## src/rtl/calendar_pkg.sv

```systemverilog
// rtl/calendar_pkg.sv - shared up-FSM encoding and width/one-hot helpers for the calendar key router
package calendar_pkg;

  localparam int MAX_CHANNELS = 64;

  typedef enum logic [1:0] {
    UP_IDLE   = 2'd0,
    UP_HOLD   = 2'd1,
    UP_REPEAT = 2'd2,
    UP_LOCK   = 2'd3
  } up_state_e;

  function automatic int mode_width(input int channels);
    return (channels > 2) ? $clog2(channels) : 1;
  endfunction

  function automatic int max3(input int a, input int b, input int c);
    int m;
    m = (a > b) ? a : b;
    return (m > c) ? m : c;
  endfunction

  // Callers cast the result down to their own channel count.
  function automatic logic [MAX_CHANNELS-1:0] onehot(input int unsigned idx);
    return {{(MAX_CHANNELS-1){1'b0}}, 1'b1} << idx;
  endfunction

endpackage

```

## src/rtl/key_debounce.sv

```systemverilog
// rtl/key_debounce.sv - two-flop synchroniser, stability counter and rising-edge flag for one button
module key_debounce #(
  parameter int DEBOUNCE_CYCLES = 250000,
  parameter int CW              = $clog2(DEBOUNCE_CYCLES + 1)
) (
  input  logic clk,
  input  logic rst,
  input  logic raw,
  output logic level,
  output logic rise
);

  localparam logic [CW-1:0] CNT_LAST = CW'(DEBOUNCE_CYCLES - 1);

  logic [1:0]    sync_q;
  logic          level_q, level_d;
  logic          rise_q, rise_d;
  logic [CW-1:0] cnt_q, cnt_d;

  // The level flips on the cycle the count would reach DEBOUNCE_CYCLES,
  // giving 2 + DEBOUNCE_CYCLES cycles from raw change to level change.
  always_comb begin
    level_d = level_q;
    rise_d  = 1'b0;
    cnt_d   = '0;
    if (sync_q[1] != level_q) begin
      if (cnt_q == CNT_LAST) begin
        level_d = sync_q[1];
        rise_d  = sync_q[1];
      end else begin
        cnt_d = cnt_q + CW'(1);
      end
    end
  end

  always_ff @(posedge clk or posedge rst) begin
    if (rst) begin
      sync_q  <= 2'b00;
      level_q <= 1'b0;
      rise_q  <= 1'b0;
      cnt_q   <= '0;
    end else begin
      sync_q  <= {sync_q[0], raw};
      level_q <= level_d;
      rise_q  <= rise_d;
      cnt_q   <= cnt_d;
    end
  end

  assign level = level_q;
  assign rise  = rise_q;

endmodule

```

## src/rtl/key_router_n.sv

```systemverilog
// rtl/key_router_n.sv - N-channel calendar key router with mode cycling, one-shot and auto-repeat pulses
module key_router_n
  import calendar_pkg::*;
#(
  parameter  int CHANNELS        = 3,
  parameter  int DEBOUNCE_CYCLES = 250000,
  parameter  int HOLD_CYCLES     = 25000000,
  parameter  int REPEAT_CYCLES   = 5000000,
  localparam int MW              = mode_width(CHANNELS)
) (
  input  logic                clk,
  input  logic                rst,
  input  logic                on_off,
  input  logic                mode_key,
  input  logic                up_key,
  output logic [CHANNELS-1:0] up,
  output logic [CHANNELS-1:0] select,
  output logic [MW-1:0]       mode
);

  localparam int CNT_MAX = max3(HOLD_CYCLES, REPEAT_CYCLES, DEBOUNCE_CYCLES);
  localparam int CW      = $clog2(CNT_MAX + 1);

  localparam logic [CW-1:0] HOLD_LAST   = CW'(HOLD_CYCLES - 1);
  localparam logic [CW-1:0] REPEAT_LAST = CW'(REPEAT_CYCLES - 1);
  localparam logic [MW-1:0] MODE_LAST   = MW'(CHANNELS - 1);

  logic mode_rise, mode_level_unused;
  logic up_rise, up_level;

  key_debounce #(
    .DEBOUNCE_CYCLES(DEBOUNCE_CYCLES),
    .CW             (CW)
  ) u_mode_db (
    .clk  (clk),
    .rst  (rst),
    .raw  (mode_key),
    .level(mode_level_unused),
    .rise (mode_rise)
  );

  key_debounce #(
    .DEBOUNCE_CYCLES(DEBOUNCE_CYCLES),
    .CW             (CW)
  ) u_up_db (
    .clk  (clk),
    .rst  (rst),
    .raw  (up_key),
    .level(up_level),
    .rise (up_rise)
  );

  up_state_e           state_q, state_d;
  logic [CW-1:0]       hold_cnt_q, hold_cnt_d;
  logic [MW-1:0]       mode_q, mode_d;
  logic [CHANNELS-1:0] up_q, up_d;
  logic [CHANNELS-1:0] select_q, select_d;
  logic                pulse;

  always_comb begin
    state_d    = state_q;
    hold_cnt_d = hold_cnt_q;
    mode_d     = mode_q;
    pulse      = 1'b0;
    if (!on_off) begin
      state_d    = UP_IDLE;
      hold_cnt_d = '0;
    end else begin
      if (mode_rise) begin
        mode_d = (mode_q == MODE_LAST) ? '0 : mode_q + MW'(1);
      end
      unique case (state_q)
        UP_IDLE: begin
          if (up_rise) begin
            pulse      = 1'b1;
            hold_cnt_d = '0;
            state_d    = mode_rise ? UP_LOCK : UP_HOLD;
          end
        end
        UP_HOLD, UP_REPEAT: begin
          // A channel change ends auto-repeat until the key is released.
          if (!up_level) begin
            state_d    = UP_IDLE;
            hold_cnt_d = '0;
          end else if (mode_rise) begin
            state_d    = UP_LOCK;
            hold_cnt_d = '0;
          end else if (hold_cnt_q == ((state_q == UP_HOLD) ? HOLD_LAST : REPEAT_LAST)) begin
            pulse      = 1'b1;
            hold_cnt_d = '0;
            state_d    = UP_REPEAT;
          end else begin
            hold_cnt_d = hold_cnt_q + CW'(1);
          end
        end
        UP_LOCK: begin
          if (!up_level) begin
            state_d = UP_IDLE;
          end
        end
        default: state_d = UP_IDLE;
      endcase
    end
    // Pulses route by the pre-update mode; select tracks the post-update mode.
    up_d     = pulse ? CHANNELS'(onehot(32'(mode_q))) : '0;
    select_d = on_off ? CHANNELS'(onehot(32'(mode_d))) : '0;
  end

  always_ff @(posedge clk or posedge rst) begin
    if (rst) begin
      state_q    <= UP_IDLE;
      hold_cnt_q <= '0;
      mode_q     <= '0;
      up_q       <= '0;
      select_q   <= '0;
    end else begin
      state_q    <= state_d;
      hold_cnt_q <= hold_cnt_d;
      mode_q     <= mode_d;
      up_q       <= up_d;
      select_q   <= select_d;
    end
  end

  assign up     = up_q;
  assign select = select_q;
  assign mode   = mode_q;

endmodule

```

## config.mk

```make
export PLATFORM = sky130hd
export DESIGN_NAME = key_router_n
export DESIGN_NICKNAME = d
export VERILOG_FILES = /design/src/rtl/calendar_pkg.sv /design/src/rtl/key_debounce.sv /design/src/rtl/key_router_n.sv
export SDC_FILE = /design/constraint.sdc
export NUM_CORES = 1
export LEC_CHECK = 0
export ABC_CLOCK_PERIOD_IN_PS = 3190
export BUFFER_PORTS_ARGS = -buffer_cell sky130_fd_sc_hd__buf_2
export CORE_MARGIN = 2
export CORE_UTILIZATION = 60
export CTS_CLUSTER_DIAMETER = 30
export DETAILED_ROUTE_END_ITERATION = 16
export PLACE_DENSITY = 0.77
export SYNTH_ARGS = -nofsm -noshare
export SYNTH_HDL_FRONTEND = slang
export SYNTH_SLANG_ARGS = --single-unit
```

## constraint.sdc

```tcl
create_clock -name clk -period 3.19 [get_ports clk]
set_clock_uncertainty 0.15 [all_clocks]
set_input_delay 0.1595 -clock clk [delete_from_list [all_inputs] [get_ports clk]]
set_output_delay 0.1595 -clock clk [all_outputs]
set_load 0.005 [all_outputs]
```

### Yosys cells after proc, flatten, opt, wreduce, memory -nomap -nowiden

Cells that the tools add are included.

| cells by class | value |
|---|---|
| $add $sub $neg | 4 |
| eq/ne operators | 13 |
| shift-type cells | 2 |
| mux-type cells | 34 |
| reduce and logical (&&, ||, !) cells | 6 |

Operator list:

| cell | count |
|---|---|
| two-way mux 25 bit | 10 |
| adder 25 x 1 -> 25 bit (second input constant) | 3 |
| equality test 25 x 18 -> 1 bit (second input constant) | 2 |
| one-hot mux 25 bit (2 select lines) | 1 |
| equality test 25 bit | 1 |
| two-way mux 2 bit | 10 |
| two-way mux 1 bit | 9 |
| equality test 2 bit (second input constant) | 3 |
| two-way mux 3 bit | 2 |
| one-hot mux 2 bit (3 select lines) | 1 |
| AND reduction 2 bit | 3 |
| << shifter 1 x 2 -> 3 bit (first input constant) | 2 |
| inequality test 5 bit (second input constant) | 1 |
| inequality test 3 x 1 -> 1 bit (second input constant) | 1 |
| inequality test 3 x 2 -> 1 bit (second input constant) | 1 |
| inequality test 3 bit (second input constant) | 1 |
| AND reduction 3 bit | 1 |
| adder 2 x 1 -> 2 bit (second input constant) | 1 |
| equality test 2 x 1 -> 1 bit (second input constant) | 1 |
| logical NOT 2 bit | 1 |
| inequality test 1 bit | 2 |
| one-hot mux 1 bit (2 select lines) | 1 |
| OR reduction 2 bit | 1 |

| storage, ports and cells | value |
|---|---|
| register bits | 93 |
| input port bits | 5 |
| output and inout bits | 8 |
| word-level logic and storage cells | 72 |

### Logic depth before layout (Yosys ltp)

Gate-level depths: netlist of run 1.

| logic depth | value |
|---|---|
| word-level depth | 9 |
| depth in mapped cells | 8 |

### By module

Synthesis of run 1 repeated with hierarchy kept, for this count alone.

| unflattened totals | value |
|---|---|
| cells, all modules | 495 |
| area total of the unflattened synthesis | 4923.5 sq um |

By module, submodules not included:

| module | instances | cells an instance | area an instance (sq um) | seq. area each (sq um) |
|---|---|---|---|---|
| key_debounce | 2 | 145 | 1492.7 | 725.7 |
| key_router_n | 1 | 205 | 1938.1 | 875.8 |

### Least setup slack after synthesis of run 1

OpenSTA, ideal clock, no wires.

| timing | value |
|---|---|
| path type | reg2reg |
| from | register state_q[0] |
| to | register hold_cnt_q[10] |
| data arrival time | 1.874 ns |
| required time | 2.919 ns |
| path slack | 1.045 ns |
| cell stages (with the launch flop) | 8 |
| clock period less this slack | 2.145 ns |
| cell sequence | dfrtp_1 inv_1 ha_1 mux2i_1 a2111oi_0 nand3_1 xor2_1 nor2_1 |

| between the ends | value |
|---|---|
| word-level cells in the longest chain between the ends | 8 |
| elaborated cells on any way between the ends | 14 |

RTL lines:

| element | RTL line | RTL |
|---|---|---|
| start, declared | key_router_n.sv:53 | `up_state_e state_q, state_d;` |
| start signal, assigned | key_router_n.sv:117 | `state_q <= state_d;` |
| equality test 2 x 1 -> 1 bit | key_router_n.sv:72, key_router_n.sv:88 |  |
| two-way mux 25 bit | key_router_n.sv:88 | `end else if (hold_cnt_q == ((state_q == UP_HOLD) ? HOLD_LAST : REPEAT_LAST)) begin` |
| equality test 25 bit | key_router_n.sv:88 |  |
| two-way mux 25 bit | key_router_n.sv:88 |  |
| two-way mux 25 bit | key_router_n.sv:85 | `end else if (mode_rise) begin` |
| two-way mux 25 bit | key_router_n.sv:82 | `if (!up_level) begin` |
| one-hot mux 25 bit (2 select lines) | key_router_n.sv:72 | `unique case (state_q)` |
| two-way mux 25 bit | key_router_n.sv:65 | `if (!on_off) begin` |
| end signal, assigned | key_router_n.sv:118 | `hold_cnt_q <= hold_cnt_d;` |
| end, declared | key_router_n.sv:54 | `logic [CW-1:0] hold_cnt_q, hold_cnt_d;` |

Parallel ways exist; a longest one is shown, timed or not.
A chain may end at the register's enable or synchronous reset.

### Final worst setup path of run 1

| timing | value |
|---|---|
| from | register state_q[0] |
| to | register hold_cnt_q[19] |

Same word-level chain as after synthesis.

==> results of run 1 <==
## path summary, 6_finish.rpt
path	to	depth (start not counted)	slack, ns	startpoint
max in group asynchronous	u_mode_db.cnt_q[4]$_DFF_PP0_	4	1.94	rst
min reg2reg	u_up_db.sync_q[1]$_DFF_PP0_	0	0.22	u_up_db.sync_q[0]$_DFF_PP0_
max reg2reg	hold_cnt_q[19]$_DFFE_PP0P_	7	0.69	state_q[0]$_DFFE_PP0P_
max	hold_cnt_q[19]$_DFFE_PP0P_	7	0.69	state_q[0]$_DFFE_PP0P_
min	hold_cnt_q[20]$_DFFE_PP0P_	3	0.15	rst
min in group clk	u_up_db.sync_q[1]$_DFF_PP0_	0	0.22	u_up_db.sync_q[0]$_DFF_PP0_
## worst register-to-register path, cell delays in order, from the launching register on
cell and delay (ns):
sky130_fd_sc_hd__dfrtp_1 0.41, sky130_fd_sc_hd__inv_1 0.09, sky130_fd_sc_hd__ha_1 0.33, sky130_fd_sc_hd__mux2i_1 0.22, sky130_fd_sc_hd__a21oi_2 0.43, sky130_fd_sc_hd__nand4_1 0.26, sky130_fd_sc_hd__or3_1 0.40, sky130_fd_sc_hd__a21oi_1 0.16
## flip-flops by register name, indices dropped and copies added, names as in the netlist
signal / flops
hold_cnt_q: 25
mode: 2
select: 3
state_q: 2
u_mode_db.cnt_q: 25
u_mode_db.level: 1
u_mode_db.rise: 1
u_mode_db.sync_q: 2
u_up_db.cnt_q: 25
u_up_db.level: 1
u_up_db.rise: 1
u_up_db.sync_q: 2
up: 3
## power by group
group	switching (mW)	total, mW	internal (mW)
sequential	0.00850	1.20	1.19
combinational	0.0485	0.0673	0.0188
clock	0.413	0.898	0.486
## final cells by class
type / count / area [µm²] / area share [%]
Tap cell: 99 / 124 / 2.47
Inverter: 11 / 42.5 / 0.848
Sequential cell: 93 / 2330 / 46.4
Multi-Input combinational cell: 348 / 2150 / 42.8
Clock buffer: 11 / 151 / 3.02
Timing Repair Buffer: 22 / 145 / 2.89
Clock inverter: 5 / 81.3 / 1.62
## repair_timing
action,in CTS,in global routing
endpoints found under the hold margin,25,0
resized for setup,0,0
hold buffers,4,0
## synthesized netlist by cell type, types with 2 or more instances
| cell | n |
|---|---|
| sky130_fd_sc_hd__xnor2_1 | 28 |
| sky130_fd_sc_hd__a211oi_1 | 2 |
| sky130_fd_sc_hd__or3_1 | 4 |
| sky130_fd_sc_hd__nor2b_1 | 2 |
| sky130_fd_sc_hd__and2_1 | 2 |
| sky130_fd_sc_hd__nor2_1 | 81 |
| sky130_fd_sc_hd__ha_1 | 7 |
| sky130_fd_sc_hd__a21oi_1 | 3 |
| sky130_fd_sc_hd__nor4b_1 | 3 |
| sky130_fd_sc_hd__dfrtp_1 | 93 |
| sky130_fd_sc_hd__nand3_1 | 23 |
| sky130_fd_sc_hd__nor4_1 | 6 |
| sky130_fd_sc_hd__or4_1 | 2 |
| sky130_fd_sc_hd__buf_2 | 2 |
| sky130_fd_sc_hd__xor2_1 | 42 |
| sky130_fd_sc_hd__mux2i_1 | 3 |
| sky130_fd_sc_hd__and4_1 | 6 |
| sky130_fd_sc_hd__and3_1 | 15 |
| sky130_fd_sc_hd__clkbuf_1 | 9 |
| sky130_fd_sc_hd__nor3b_1 | 4 |
| sky130_fd_sc_hd__nand4_1 | 32 |
| sky130_fd_sc_hd__mux2_2 | 2 |
| sky130_fd_sc_hd__nor4bb_1 | 2 |
| sky130_fd_sc_hd__inv_1 | 11 |
| sky130_fd_sc_hd__nand2_1 | 41 |
| sky130_fd_sc_hd__o21ai_0 | 7 |
| sky130_fd_sc_hd__or4b_1 | 2 |
| sky130_fd_sc_hd__nor3_1 | 15 |
## per-stage QoR
stage / area [µm²] / hold slack, ns / util (%) / setup slack (ns) / std cells
floorplan: 4560 / 0.0409 / - / 0.460 / 463
global placement: 4750 / 0.00605 / 65.1 / 0.887 / 569
detailed placement: 4750 / 0.0152 / 65.1 / 0.759 / 569
CTS: 5020 / 0.159 / 68.8 / 0.719 / 589
global route: 5020 / 0.195 / 68.8 / 0.534 / 589
finish: 5020 / 0.154 / 68.8 / 0.690 / 589
## routing by layer
layer	up-vias	track usage [%]
met1	1639	30.2
li1	1640	-
met4	0	10.5
met5	-	0
met2	55	35.2
met3	18	5.06
## kinds of logic (layout without fill, tap and decap cells)
family / count (synthesis) / count (layout)
adders and majority gates: 7 / 7
xor gates and xnor gates: 70 / 70
and+or+nand+nor: 247 / 247
muxes: 5 / 5
AOI/OAI and AO/OA: 19 / 19
buffers and inverters: 22 / 49
DFF: 93 / 93
==> metrics.txt, run 1 <==
run status complete, no violations; total clock buffers created by CTS 9; row count 31; Layout Area Growth over Synthesis 10.1%; diodes inserted 0; Power Dens Cells 431 mW/mm²; share of synthesized area occupied by flip-flops and latches between 50% and 60%; Clk Tree Root Cell sky130_fd_sc_hd__clkbuf_8; number of buffers on the longest clock path 2; clock slew at the register clock pins of the worst setup and hold paths 0.09 ns; mean instance size in the synthesized netlist 9.85 µm²; synth warn 0; longest individual stage delay on the worst path approximately 0.42 ns; total track usage 22.6%; Final Slew Violations 0; Detail Placement HPWL 5.78 mm; Vias 3352; fill cell instance count of the final layout between 500 and 600; summed instance area of the synthesized netlist 0.00456 mm²; crit-path max FO 8; highest signal layer in the routed design met4; number of buffers inserted by port buffering 12; number of failing hold endpoints at the final stage 0; DR DRC count 0; largest family of logic cells by synthesized area simple AND/OR/NAND/NOR gates; share of cells above drive strength 1 8.78%; unrepaired setup endpoints after global routing false; Setup Viol. Count Final 0; drt initial violations 158; synthesized netlist net count between 400 and 500; worst-path cell chain inv_1 -> ha_1 -> mux2i_1 -> a21oi_2 -> nand4_1 -> or3_1 -> a21oi_1; level count of the clock H-tree 3; detailed-route wire length per cell about 15 µm; number of nets with antenna violations after detailed routing 0; latest clock arrival within the worst-skew pair 0.37 ns; register bit total from synthesis 93; Setup Fix Bufs, Post-CTS 0; multiplexer share of the synthesized area around 1.2%; peak ir drop on the vdd network 278 µV; io pins 13; Clock Sink Count 93; Period Utilization, post-route 78.4%; Yosys top cell by area sky130_fd_sc_hd__dfrtp_1; Post-layout nets 497; number of synthesized flops with an enable pin 0; combined buffer and inverter count along the critical path 1; class of the tightest hold or removal check primary input to asynchronous set/reset pin; post-synthesis share of cell area spent on full adders, half adders and majority gates 1.92%; Routed WL 8.57 mm; Power, Total 2.16 mW; area share of the largest cell type after synthesis between 50% and 60%; setup TNS 0 ns; die extent in y approximately 90 µm; commonest cells after routing, fill and taps aside 93 x sky130_fd_sc_hd__dfrtp_1, 81 x sky130_fd_sc_hd__nor2_1, 42 x sky130_fd_sc_hd__xor2_1, 41 x sky130_fd_sc_hd__nand2_1, 32 x sky130_fd_sc_hd__nand4_1; length of routed wiring on met1 slightly above 4 mm; maximum capacitance violations 0; data arrival at the endpoint of the critical path ~2.7 ns; top area cells in the synthesized netlist sky130_fd_sc_hd__dfrtp_1 51%, sky130_fd_sc_hd__xor2_1 8.1%, sky130_fd_sc_hd__nor2_1 6.7%, sky130_fd_sc_hd__xnor2_1 5.4%, sky130_fd_sc_hd__nand4_1 4.4%; fraction of the mapped netlist area in compound gates 3.02%; simple-gate share of the synthesized area 27.6%; leading cell type in the layout, fill and taps excluded sky130_fd_sc_hd__dfrtp_1; startpoint class of the critical path register; max_slew headroom 44.3%; instance count of the mapped netlist 463; cell family with the largest share of critical-path delay simple AND/OR/NAND/NOR gates; fmax 400 MHz; die area 0.00831 mm²; number of iterations in the first detailed-routing pass 5; Routability Congestion 0.862; post-synthesis xor/xnor area fraction 13.4%; WP data required 3.34 ns; met2 WL post-DR 4.07 mm; number of global-route vias before repair 3288; drt via density 5.69; CTS tree built; maximum number of pins on one net before global-route repair 38; post-synthesis async set-or-reset flop share 100%; overall overflow remaining after global route 0; critical path start-end classification register to register; initial antenna violation count 0; Period minus WS final 2.50 ns; top flip-flop cell by instance count after synthesis sky130_fd_sc_hd__dfrtp_1; initial core utilization between 60 and 70%; slew at the pin closest to its max-slew limit 0.829 ns; global-route wire length before repair 15.0 mm; met3 WL between 200 and 300 µm; leakage component of the power 2.18 nW; placeable core region 0.00729 mm²; number of different library cells in the post-synthesis netlist 42; kind of end point of the critical path register; Chip Width 91.2 µm; slowest cell on the critical path sky130_fd_sc_hd__a21oi_2
(Power assumes the default switching activity.)
==> run 2, diff against run 1 <==
--- a/config.mk
+++ b/config.mk
@@ -5,7 +5,7 @@
 export SDC_FILE = /design/constraint.sdc
 export NUM_CORES = 1
 export LEC_CHECK = 0
-export ABC_CLOCK_PERIOD_IN_PS = 3190
+export ABC_CLOCK_PERIOD_IN_PS = 2400
 export BUFFER_PORTS_ARGS = -buffer_cell sky130_fd_sc_hd__buf_2
 export CORE_MARGIN = 2
 export CORE_UTILIZATION = 60
==> constraint.sdc (replaced) <==
create_clock -name clk -period 2.4 [get_ports clk]
set_clock_uncertainty 0.15 [all_clocks]
set_input_delay 0.12 -clock clk [delete_from_list [all_inputs] [get_ports clk]]
set_output_delay 0.12 -clock clk [all_outputs]
set_load 0.005 [all_outputs]
==> run 2 against run 1 <==
Clock-buffer cell count down 2. Cell count up 0.85%. Critical path depth down 2. Sequential power up 33%. Sequential share of layout area down 0.33 points. Wire length down 0.84%. Highest routed layer unchanged.
==> metrics.txt, run 2 (synthesized netlist as in run 1, its figures left out) <==
row count 31 (unchanged); detailed-route wire length per cell 14.3 µm (-1.7%); startpoint class of the critical path register; data arrival at the endpoint of the critical path 2.41 ns (-0.24 ns); number of buffers inserted by port buffering 12 (unchanged); share of cells above drive strength 1 9.90% (+1.1 points); initial antenna violation count 0 (unchanged); placeable core region 0.00729 mm² (unchanged); maximum number of pins on one net before global-route repair 67 (+76%); CTS tree built; sw frac 25.3% (+3.6 points); number of buffers on the longest clock path 2 (unchanged); initial core utilization 62.5% (unchanged); total clock buffers created by CTS 9 (unchanged); WP data required 2.51 ns (-0.83 ns); io pins 13 (unchanged); number of iterations in the first detailed-routing pass 4 (-1); Power Dens Cells 533 mW/mm² (+24%); fmax 435 MHz (+8.7%); die area 0.00831 mm² (unchanged); Clock power frac 37.3% (-4.3 points); setup TNS 0 ns (unchanged); number of global-route vias before repair 3345 (+1.7%); Routed WL 8.50 mm (-0.84%); die extent in y 91.2 µm (unchanged); Worst R2R Path Depth 5 (-2); internal power 2.01 mW (+19%); kind of end point of the critical path register; number of nets with antenna violations after detailed routing 0 (unchanged); run status complete, no violations; sequential fraction of design power 59.0% (+3.7 points); number of failing hold endpoints at the final stage 0 (unchanged); maximum capacitance violations 0 (unchanged); global-route wire length before repair 15.0 mm (-0.19%); post-route design area 0.00505 mm² (+0.72%); drt via density 5.73 (+0.70%); drt initial violations 208 (+32%); Period Utilization, post-route 95.8% (+17 points); overall overflow remaining after global route 0 (unchanged); Period minus WS final 2.30 ns (-0.201 ns); crit-path max FO 6 (-2); Clk Tree Root Cell sky130_fd_sc_hd__clkbuf_8; clock slew at the register clock pins of the worst setup and hold paths 0.10 ns (about the same); Setup Viol. Count Final 0 (unchanged); leakage component of the power 2.19 nW (+0.33%); placed cell area 0.00482 mm² (+1.5%); DR DRC count 0 (unchanged); Vias 3404 (+1.6%); slew at the pin closest to its max-slew limit 0.601 ns (-0.228 ns); NetSw 0.681 mW (+45%); Layout Area Growth over Synthesis 10.9%; Finished Core Util 69.3% (+0.50 points); Post-layout nets 502 (+1.0%); diodes inserted 0 (unchanged); class of the tightest hold or removal check primary input to asynchronous set/reset pin; leading cell type in the layout, fill and taps excluded sky130_fd_sc_hd__dfrtp_1; Chip Width 91.2 µm (unchanged); latest clock arrival within the worst-skew pair 0.37 ns (about the same); max_slew headroom 59.9% (+16 points); level count of the clock H-tree 3 (unchanged); Final Slew Violations 0 (unchanged); Detail Placement HPWL 5.78 mm (-0.13%); unrepaired setup endpoints after global routing false; commonest cells after routing, fill and taps aside 93 x sky130_fd_sc_hd__dfrtp_1, 81 x sky130_fd_sc_hd__nor2_1, 42 x sky130_fd_sc_hd__xor2_1, 41 x sky130_fd_sc_hd__nand2_1, 32 x sky130_fd_sc_hd__nand4_1; Routability Congestion 0.922 (+6.9%); critical path start-end classification register to register; largest registers hold_cnt_q (25), u_mode_db.cnt_q (25), u_up_db.cnt_q (25); Combinational Power Share 3.6% (+0.5 points); Clock Sink Count 93 (unchanged); peak ir drop on the vdd network 292 µV (+5.3%); total track usage 22.1% (-0.43 points)
## run 2: final cells by class
cell class | instances | area [µm²]
Sequential cell | 93 | 2330
Inverter | 11 | 45.0
Tap cell | 99 | 124
Clock inverter | 7 | 62.6
Timing Repair Buffer | 27 | 220
Fill cell | 581 | 2240
Clock buffer | 9 | 124
Multi-Input combinational cell | 348 | 2150
## run 2: repair_timing
| item | 4_1_cts | 5_1_grt |
|---|---|---|
| setup buffers | 0 | 1 |
| resized for setup | 0 | 2 |
| endpoints found under the setup margin | 0 | 4 |
| hold endpoints to repair | 30 | 0 |
| hold buffers | 4 | 0 |
## run 2: routing by layer
layer / part of all wire (%) / track usage [%]
met5: 0 / 0
met4: 2.0 / 10.9
met3: 2.6 / 3.24
met2: 47 / 34.2
met1: 48 / 30.8
## run 2: path summary, 6_finish.rpt
kind | startpoint | end | slack (ns)
worst min-delay path | rst | u_up_db.level$_DFFE_PP0P_ | 0.21
worst max-delay path | hold_cnt_q[15]$_DFFE_PP0P_ | up[0]$_DFF_PP0_ | 0.10
min in group clk | u_mode_db.sync_q[0]$_DFF_PP0_ | u_mode_db.sync_q[1]$_DFF_PP0_ | 0.21
max in group asynchronous | rst | hold_cnt_q[19]$_DFFE_PP0P_ | 1.16
worst min register to register | u_mode_db.sync_q[0]$_DFF_PP0_ | u_mode_db.sync_q[1]$_DFF_PP0_ | 0.21
worst max register to register | hold_cnt_q[15]$_DFFE_PP0P_ | up[0]$_DFF_PP0_ | 0.10
## run 2: stage by stage
| step | hold slack [ns] | setup WS [ns] | instances | power, mW |
|---|---|---|---|---|
| floorplan | 0.00143 | 0.255 | 463 | 1.68 |
| global placement | 0.0669 | 0.195 | 573 | 1.71 |
| detailed placement | 0.0818 | 0.111 | 573 | 1.72 |
| CTS | 0.211 | 0.0662 | 593 | 2.72 |
| global route | 0.224 | 0.00689 | 594 | 2.81 |
| finish | 0.207 | 0.101 | 594 | 2.69 |
## run 2: critical path, cell delays in order, from the launching register on
cell and delay, ns:
sky130_fd_sc_hd__dfrtp_1 0.44, sky130_fd_sc_hd__or4b_1 0.54, sky130_fd_sc_hd__nor4_2 0.28, sky130_fd_sc_hd__o21ai_2 0.15, sky130_fd_sc_hd__o31a_1 0.34, sky130_fd_sc_hd__nor4b_1 0.29
## run 2: power by group through the flow
stage	registers, mW	clock network [mW]	logic [mW]
4_1_cts	1.59	1.03	0.101
5_1_grt	1.59	1.11	0.113
2_1_floorplan	1.62	0	0.0614
6_report	1.59	1.00	0.0979
3_3_place_gp	1.62	0	0.0935
3_5_place_dp	1.62	0	0.0965
